**src/rtl/crc32_engine_pkg.sv**
```systemverilog
// POLI_types_pkg: shared types and constants for the CRC-32 engine.
//   WORD_SIZE   - datapath width in bits (32)
//   CRC32_POLY  - reflected IEEE CRC-32 polynomial
//   CRC32_INIT  - accumulator preset value
//   crc_state_t - engine FSM states {IDLE, BUSY}
package POLI_types_pkg;

  localparam int unsigned WORD_SIZE = 32;

  localparam logic [WORD_SIZE-1:0] CRC32_POLY = 32'hEDB88320;
  localparam logic [WORD_SIZE-1:0] CRC32_INIT = 32'hFFFFFFFF;

  typedef enum logic {
    IDLE = 1'b0,
    BUSY = 1'b1
  } crc_state_t;

endpackage

```
**src/rtl/crc32_engine_step.sv**
```systemverilog
// crc32_step: one combinational bit-step of a reflected CRC-32 LFSR.
// Ports:
//   acc     - current accumulator
//   d       - data bit being absorbed
//   o       - feedback inversion bit for this position
//   acc_nxt - accumulator after absorbing the bit
module crc32_step
  import POLI_types_pkg::*;
#(
  parameter logic [WORD_SIZE-1:0] POLY = CRC32_POLY
) (
  input  logic [WORD_SIZE-1:0] acc,
  input  logic                 d,
  input  logic                 o,
  output logic [WORD_SIZE-1:0] acc_nxt
);

  logic fb;

  always_comb begin
    fb      = acc[0] ^ d ^ o;
    acc_nxt = (acc >> 1) ^ (fb ? POLY : '0);
  end

endmodule

```
**src/rtl/crc32_engine.sv**
```systemverilog
// crc32_engine: word-at-a-time CRC-32 accumulator, bit-serial internally.
// A start in IDLE captures one data/orient word; BUSY then absorbs it LSB
// first and publishes ~acc on crc_out when the last bit is processed.
// Successive words chain from the current accumulator.
// Ports:
//   CLK         - clock, rising edge
//   nRST        - synchronous active-low reset (highest priority)
//   crc_data_in - word to absorb
//   crc_orient  - per-bit feedback inversion mask
//   crc_start   - absorb one word (accepted only in IDLE)
//   crc_reset   - clear accumulator to INIT and abort (beats crc_start)
//   crc_out     - finalised CRC (~accumulator), held during BUSY
//   crc_ready   - engine idle, crc_out valid
// Build option: define CRC32_NIBBLE_EN to absorb four bits per cycle
// (8-cycle latency instead of 32; identical results).
module crc32_engine
  import POLI_types_pkg::*;
#(
  parameter logic [WORD_SIZE-1:0] POLY = CRC32_POLY,
  parameter logic [WORD_SIZE-1:0] INIT = CRC32_INIT
) (
  input  logic                 CLK,
  input  logic                 nRST,
  input  logic [WORD_SIZE-1:0] crc_data_in,
  input  logic [WORD_SIZE-1:0] crc_orient,
  input  logic                 crc_start,
  input  logic                 crc_reset,
  output logic [WORD_SIZE-1:0] crc_out,
  output logic                 crc_ready
);

`ifdef CRC32_NIBBLE_EN
  localparam int unsigned STEPS = 4;
`else
  localparam int unsigned STEPS = 1;
`endif

  crc_state_t           state_q, state_d;
  logic [4:0]           cnt_q, cnt_d;
  logic [WORD_SIZE-1:0] acc_q, acc_d;
  logic [WORD_SIZE-1:0] dreg_q, dreg_d;
  logic [WORD_SIZE-1:0] oreg_q, oreg_d;
  logic [WORD_SIZE-1:0] out_q, out_d;

  // chain[0] is the current accumulator; chain[STEPS] is after this cycle's bits.
  logic [STEPS:0][WORD_SIZE-1:0] chain;
  logic                          last_step;

  assign chain[0] = acc_q;

  for (genvar g = 0; g < STEPS; g++) begin : g_step
    logic [4:0] idx;
    assign idx = cnt_q + 5'(g);

    crc32_step #(
      .POLY(POLY)
    ) u_step (
      .acc    (chain[g]),
      .d      (dreg_q[idx]),
      .o      (oreg_q[idx]),
      .acc_nxt(chain[g+1])
    );
  end

  // The final group starts at bit 32-STEPS; cnt then wraps to 0 as we go IDLE.
  assign last_step = (cnt_q == 5'(WORD_SIZE - STEPS));

  always_comb begin
    state_d = state_q;
    cnt_d   = cnt_q;
    acc_d   = acc_q;
    dreg_d  = dreg_q;
    oreg_d  = oreg_q;
    out_d   = out_q;

    if (crc_reset) begin
      state_d = IDLE;
      acc_d   = INIT;
      out_d   = ~INIT;
      cnt_d   = '0;
    end else begin
      case (state_q)
        IDLE: begin
          if (crc_start) begin
            dreg_d  = crc_data_in;
            oreg_d  = crc_orient;
            cnt_d   = '0;
            state_d = BUSY;
          end
        end
        BUSY: begin
          acc_d = chain[STEPS];
          cnt_d = cnt_q + 5'(STEPS);
          if (last_step) begin
            state_d = IDLE;
            out_d   = ~chain[STEPS];
          end
        end
      endcase
    end
  end

  always_ff @(posedge CLK) begin
    if (!nRST) begin
      state_q <= IDLE;
      cnt_q   <= '0;
      acc_q   <= INIT;
      dreg_q  <= '0;
      oreg_q  <= '0;
      out_q   <= ~INIT;
    end else begin
      state_q <= state_d;
      cnt_q   <= cnt_d;
      acc_q   <= acc_d;
      dreg_q  <= dreg_d;
      oreg_q  <= oreg_d;
      out_q   <= out_d;
    end
  end

  assign crc_out   = out_q;
  assign crc_ready = (state_q == IDLE);

endmodule

```
**config.mk**
```make
export PLATFORM = sky130hd
export DESIGN_NAME = crc32_engine
export DESIGN_NICKNAME = d
export VERILOG_FILES = /design/src/rtl/crc32_engine_pkg.sv /design/src/rtl/crc32_engine_step.sv /design/src/rtl/crc32_engine.sv
export SDC_FILE = /design/constraint.sdc
export NUM_CORES = 1
export LEC_CHECK = 0
export BUFFER_PORTS_ARGS = -buffer_cell sky130_fd_sc_hd__buf_4
export CAP_MARGIN = 20
export CORE_MARGIN = 2
export CORE_UTILIZATION = 55
export CTS_CLUSTER_SIZE = 14
export DETAILED_ROUTE_END_ITERATION = 8
export GPL_ROUTABILITY_DRIVEN = 0
export PLACE_DENSITY = 0.81
export SLEW_MARGIN = 20
export SYNTH_ARGS = -nofsm -noshare
export SYNTH_HDL_FRONTEND = slang
export SYNTH_SLANG_ARGS = --single-unit
```
**constraint.sdc**
```tcl
create_clock -name CLK -period 7.05 [get_ports CLK]
set_input_delay 0.705 -clock CLK [delete_from_list [all_inputs] [get_ports CLK]]
set_output_delay 0.705 -clock CLK [all_outputs]
set_load 0.1 [all_outputs]
```
### After elaboration in Yosys (flattened, before gate mapping)

Index checks and enable logic that the tools add are counted.

* order comparisons: 1
* add/sub/neg operators: 1
* muxes and demuxes: 10
* bitwise gates (word level): 7
* reduce and logical (&&, ||, !) cells: 3
* equal/unequal tests: 2

Operator list (number)
* 2-to-1 mux 32 bit: 1
* NOT 32 bit: 1
* bitwise XOR 31 x 32 -> 32 bit: 1
* binary-select mux 1 bit (select 5 bit): 2
* case mux 5 bit (2 select lines): 1
* < comparator 5 x 6 -> 1 bit, second input constant: 1
* adder 5 x 1 -> 5 bit, second input constant: 1
* equality test 5 bit, second input constant: 1
* 2-to-1 mux 5 bit: 1
* 2-to-1 mux 1 bit: 4
* NOT 1 bit: 3
* AND reduction 3 bit: 1
* inequality test 2 bit, second input constant: 1
* case mux 1 bit (2 select lines): 1
* AND reduction 2 bit: 1
* OR reduction 2 bit: 1
* bitwise XOR 1 bit: 2

* output and inout bits: 33
* bits of input ports: 68
* register bits after elaboration: 134

### Logic depth before layout (Yosys ltp)

* depth in word-level cells: 7
* gate-level depth with buffers: 10
* mapped depth without buffers: 7

### By module

A second synthesis with hierarchy kept.

* cells, all modules: 650
* area, all modules: 5845.6 µm²

By module, submodules not included
* crc32_engine: cells an instance 615, times used 1, area each 5474.0 µm²
* crc32_step: cells an instance 35, times used 1, area each 371.6 µm²

### Worst setup path after synthesis

No wires, ideal clock.

* path type: reg-to-reg
* from: reg cnt_q[0]
* to: reg acc_q[24]
* stages on the path, launching flop included: 10
* setup slack: 4.605 ns
* period minus slack after synthesis: 2.445 ns
* buffers on the path: 3
* data arrival time: 2.323 ns
* cells stage by stage: dfxtp_1 > buf_6 > buf_12 > mux4_1 > mux2i_1 > xnor2_1 > a22oi_4 > buf_6 > a21o_2 > a311o_1

* cells in the longest elaborated chain, start to end: 6
* elaborated cells on any way between the ends: 8

RTL lines
* from (decl): RTL line crc32_engine.sv:39 `logic [4:0] cnt_q, cnt_d;`
* from (signal assigned): RTL line crc32_engine.sv:113 `cnt_q <= cnt_d;`
* binary-select mux 1 bit (select 5 bit): RTL line crc32_engine.sv:59 `.d (dreg_q[idx]),`
* 2-to-1 mux 1 bit (implied by the code): RTL line crc32_engine.sv:59
* bitwise XOR 1 bit: RTL line crc32_engine_step.sv:21 `fb = acc[0] ^ d ^ o;`
* bitwise XOR 1 bit (*): RTL line crc32_engine_step.sv:21
* 2-to-1 mux 32 bit (*): RTL line crc32_engine_step.sv:22 `acc_nxt = (acc >> 1) ^ (fb ? POLY : '0);`
* bitwise XOR 31 x 32 -> 32 bit (*): RTL line crc32_engine_step.sv:22
* to (signal assigned): RTL line crc32_engine.sv:107 `acc_q <= INIT;`
* to (signal assigned): RTL line crc32_engine.sv:114 `acc_q <= acc_d;`
* to (decl): RTL line crc32_engine.sv:40 `logic [WORD_SIZE-1:0] acc_q, acc_d;`

Every way passes the cells marked *; elsewhere a longest branch is shown, timed or not. The select of a mux whose other input is x is not followed.
A chain may end at the register's enable or synchronous reset.

### Worst setup path in the final report

* from: reg cnt_q[0]
* to: reg acc_q[19]

The elaborated chain is that of the path after synthesis.

==> metrics <==
status finished clean; register area share after synthesis 45.4%; Setup Skew 0.00774 ns; worst slew pin tran 1.03 ns; commonest non-fill, non-tap cell in the layout nand2_1; Final nets 772; vias per cell 5.51; post-detail-place hpwl 8220 um; Area growth syn-to-layout 22.0%; DRC 0; Main synth FF type dfxtp_1; Relative slew margins 31.4%; fin. max-slew vios 0; Crit. End Element register; DR vias 4685; CP Class reg -> reg; setup repair bufs after CTS 0; maximum ir drop on the vdd rail 0.000157 V; Setup crit start kind register; first-pass GRT wire length 21200 um; Hold Path Class in -> reg; Final period util 50.7%; Pwr Density 260 nW/um2; critical path required time 7.47 ns; Die ar. 11600 um2; Sw Ratio 21.7%; total CTS buffers 17; # rows 37; initial antenna violation count 0; DR iter-0 viols 267; Post-Synth XOR/XNOR Area 2.81%; CP max stage delay 0.96 ns; post-synthesis mux area share 11.3%; worst path buffer plus inverter count 0; Filler cells 801; final setup fails 0; synthesis warning total 0; total leakage power 2.81 nW; Setup WS post-layout 3.48 ns; RSZ-0062 raised after global routing false; Post-Synth Adder-Cell Area 0.423%; TritonCTS clock tree yes; Mapped Cells 632; Crit path max-delay family compound AO/OA/AOI/OAI gates; simple-gate share of the synthesized area 16.6%; H-tree levels 4; synthesized cell area 5910 um2; die height 108 um; Clk pwr share 51.1%; CP max FO 28; hold path cells 3; clk sinks 134; core area 10400 um2; Die W 108 um; Comb power frac 6.9%; Slowest cell on crit path dfxtp_1; DRT Pass-1 Iters 6; count of cell types in the netlist 34; vias in the first global route 4656; grt total ovfl 0; Peak Freq 0.280 GHz; #FFs+latches synth 134; Avg Inst Size Synth 9.36 um2; n_diodes 0; most frequent cells in the layout nand2_1 (148), dfxtp_1 (133), buf_4 (102); setup_tns 0 ns; WL per Instance 15.1 um; Final Hold Viols 0; net switching power 407 uW; Total Power 1.88 mW; IO Count 101; worst skew pair latency 0.53 ns; Reg power frac 42.1%; Synth Net Count 702; P_int 1.47 mW; Arr. time, crit path 3.99 ns; # port buffers 100; Tot GR Track Use 23.0%; layout cells sized above 1 21.8%; clk buf depth 2; largest family of logic cells by synthesized area compound AO/OA/AOI/OAI gates; maxcap violations 0; largest net degree at the start of global routing 67; Final min period 3.57 ns; EDFF count, synth 0; final WL 12800 um; Initial Util 57.0%; # resized after CTS 0; Setup WS pre-CTS 3.52 ns; stages on the worst setup path 6; worst path cell trace mux4_1 > mux2i_1 > xor2_1 > o22a_1 > nand3_1 > a311o_1; FF-to-FF path depth 6; CTS root buf clkbuf_8; DRT antenna net count 0; cts hold-fix bufs 0; compound-cell area share of the yosys netlist 17.8%; CTS clk-pin slew, worst paths 0.06 ns; Async SR Flop Fraction 0%
cells by family (layout without fill, tap and decap cells):
logic type               count (synthesis)  count (layout)
buffers and inverters                   56             139
XOR/XNOR                                19              19
AND/OR/NAND/NOR                        234             234
adder cells (fa/ha/maj)                  2               2
AO/OA/AOI/OAI                          146             146
flip-flops                             134             134
multiplexers                            41              41
routing by layer:
metal / vias to the layer above / track usage (%) / part of all wire [%]
met2: 124 / 39.8 / 50
li1: 2316 / - / -
met4: 0 / 8.88 / 1.2
met3: 21 / 5.51 / 4.8
met5: - / 0 / 0
met1: 2224 / 27.6 / 44
stage by stage:
step	util [%]	instance area (um2)	hold WS, ns	instances
after detailed placement	63.3	6560	0.454	819
after global routing	69.6	7220	0.430	851
final	69.6	7220	0.433	851
after global placement	63.1	6540	0.446	818
after CTS	69.5	7210	0.420	851
after floorplan	-	5910	0.439	632
worst min-delay path: cells and delay by family:
kind,cells,cell delay [ns]
and+or+nand+nor,1,0.04
buffers and inverters,1,0.11
AOI/OAI and AO/OA,1,0.06
power by group through the flow:
stage / Combinational, mW / Clock [mW] / Sequential [mW]
3_5_place_dp: 0.128 / 0 / 0.806
6_report: 0.129 / 0.960 / 0.790
5_1_grt: 0.142 / 1.00 / 0.792
3_3_place_gp: 0.121 / 0 / 0.805
4_1_cts: 0.129 / 0.967 / 0.790
2_1_floorplan: 0.0895 / 0 / 0.800
path summary, 6_finish.rpt:
check	startpoint	endpoint	slack [ns]
worst max-delay path	cnt_q[0]$_SDFFE_PP0P_	acc_q[19]$_SDFFE_PP1P_	3.48
worst max register to register	cnt_q[0]$_SDFFE_PP0P_	acc_q[19]$_SDFFE_PP1P_	3.48
worst min-delay path	crc_orient[0]	oreg_q[0]$_SDFFE_PN0P_	0.43
worst min register to register	oreg_q[26]$_SDFFE_PN0P_	oreg_q[26]$_SDFFE_PN0P_	0.46
Yosys cell counts (all sizes together) (15+ instances only):
master	count	share of area [%]
nand3	16	1.6
a21oi	23	1.9
xor2	16	2.4
a21boi	64	8.1
mux4	16	7.1
clkbuf	37	3.1
nor2	43	2.7
mux2i	25	4.2
nand2	149	9.5
buf	15	2.3
dfxtp	134	45
flip-flops by register name, indices dropped and copies added (netlist names):
signal and cells:
dreg_q 32, state_q 1, acc_q 32, crc_out 32, cnt_q 5, oreg_q 32
cell type report:
| cell class | instances | area, um2 | area share (%) |
|---|---|---|---|
| Clock buffer | 21 | 449 | 6.22 |
| Clock inverter | 11 | 198 | 2.74 |
| Inverter | 4 | 15.0 | 0.208 |
| Multi-Input combinational cell | 442 | 2920 | 40.4 |
| Sequential cell | 134 | 2680 | 37.2 |
| Tap cell | 136 | 170 | 2.36 |
| Timing Repair Buffer | 103 | 786 | 10.9 |
Note: power is estimated with default switching activity, not from simulation.
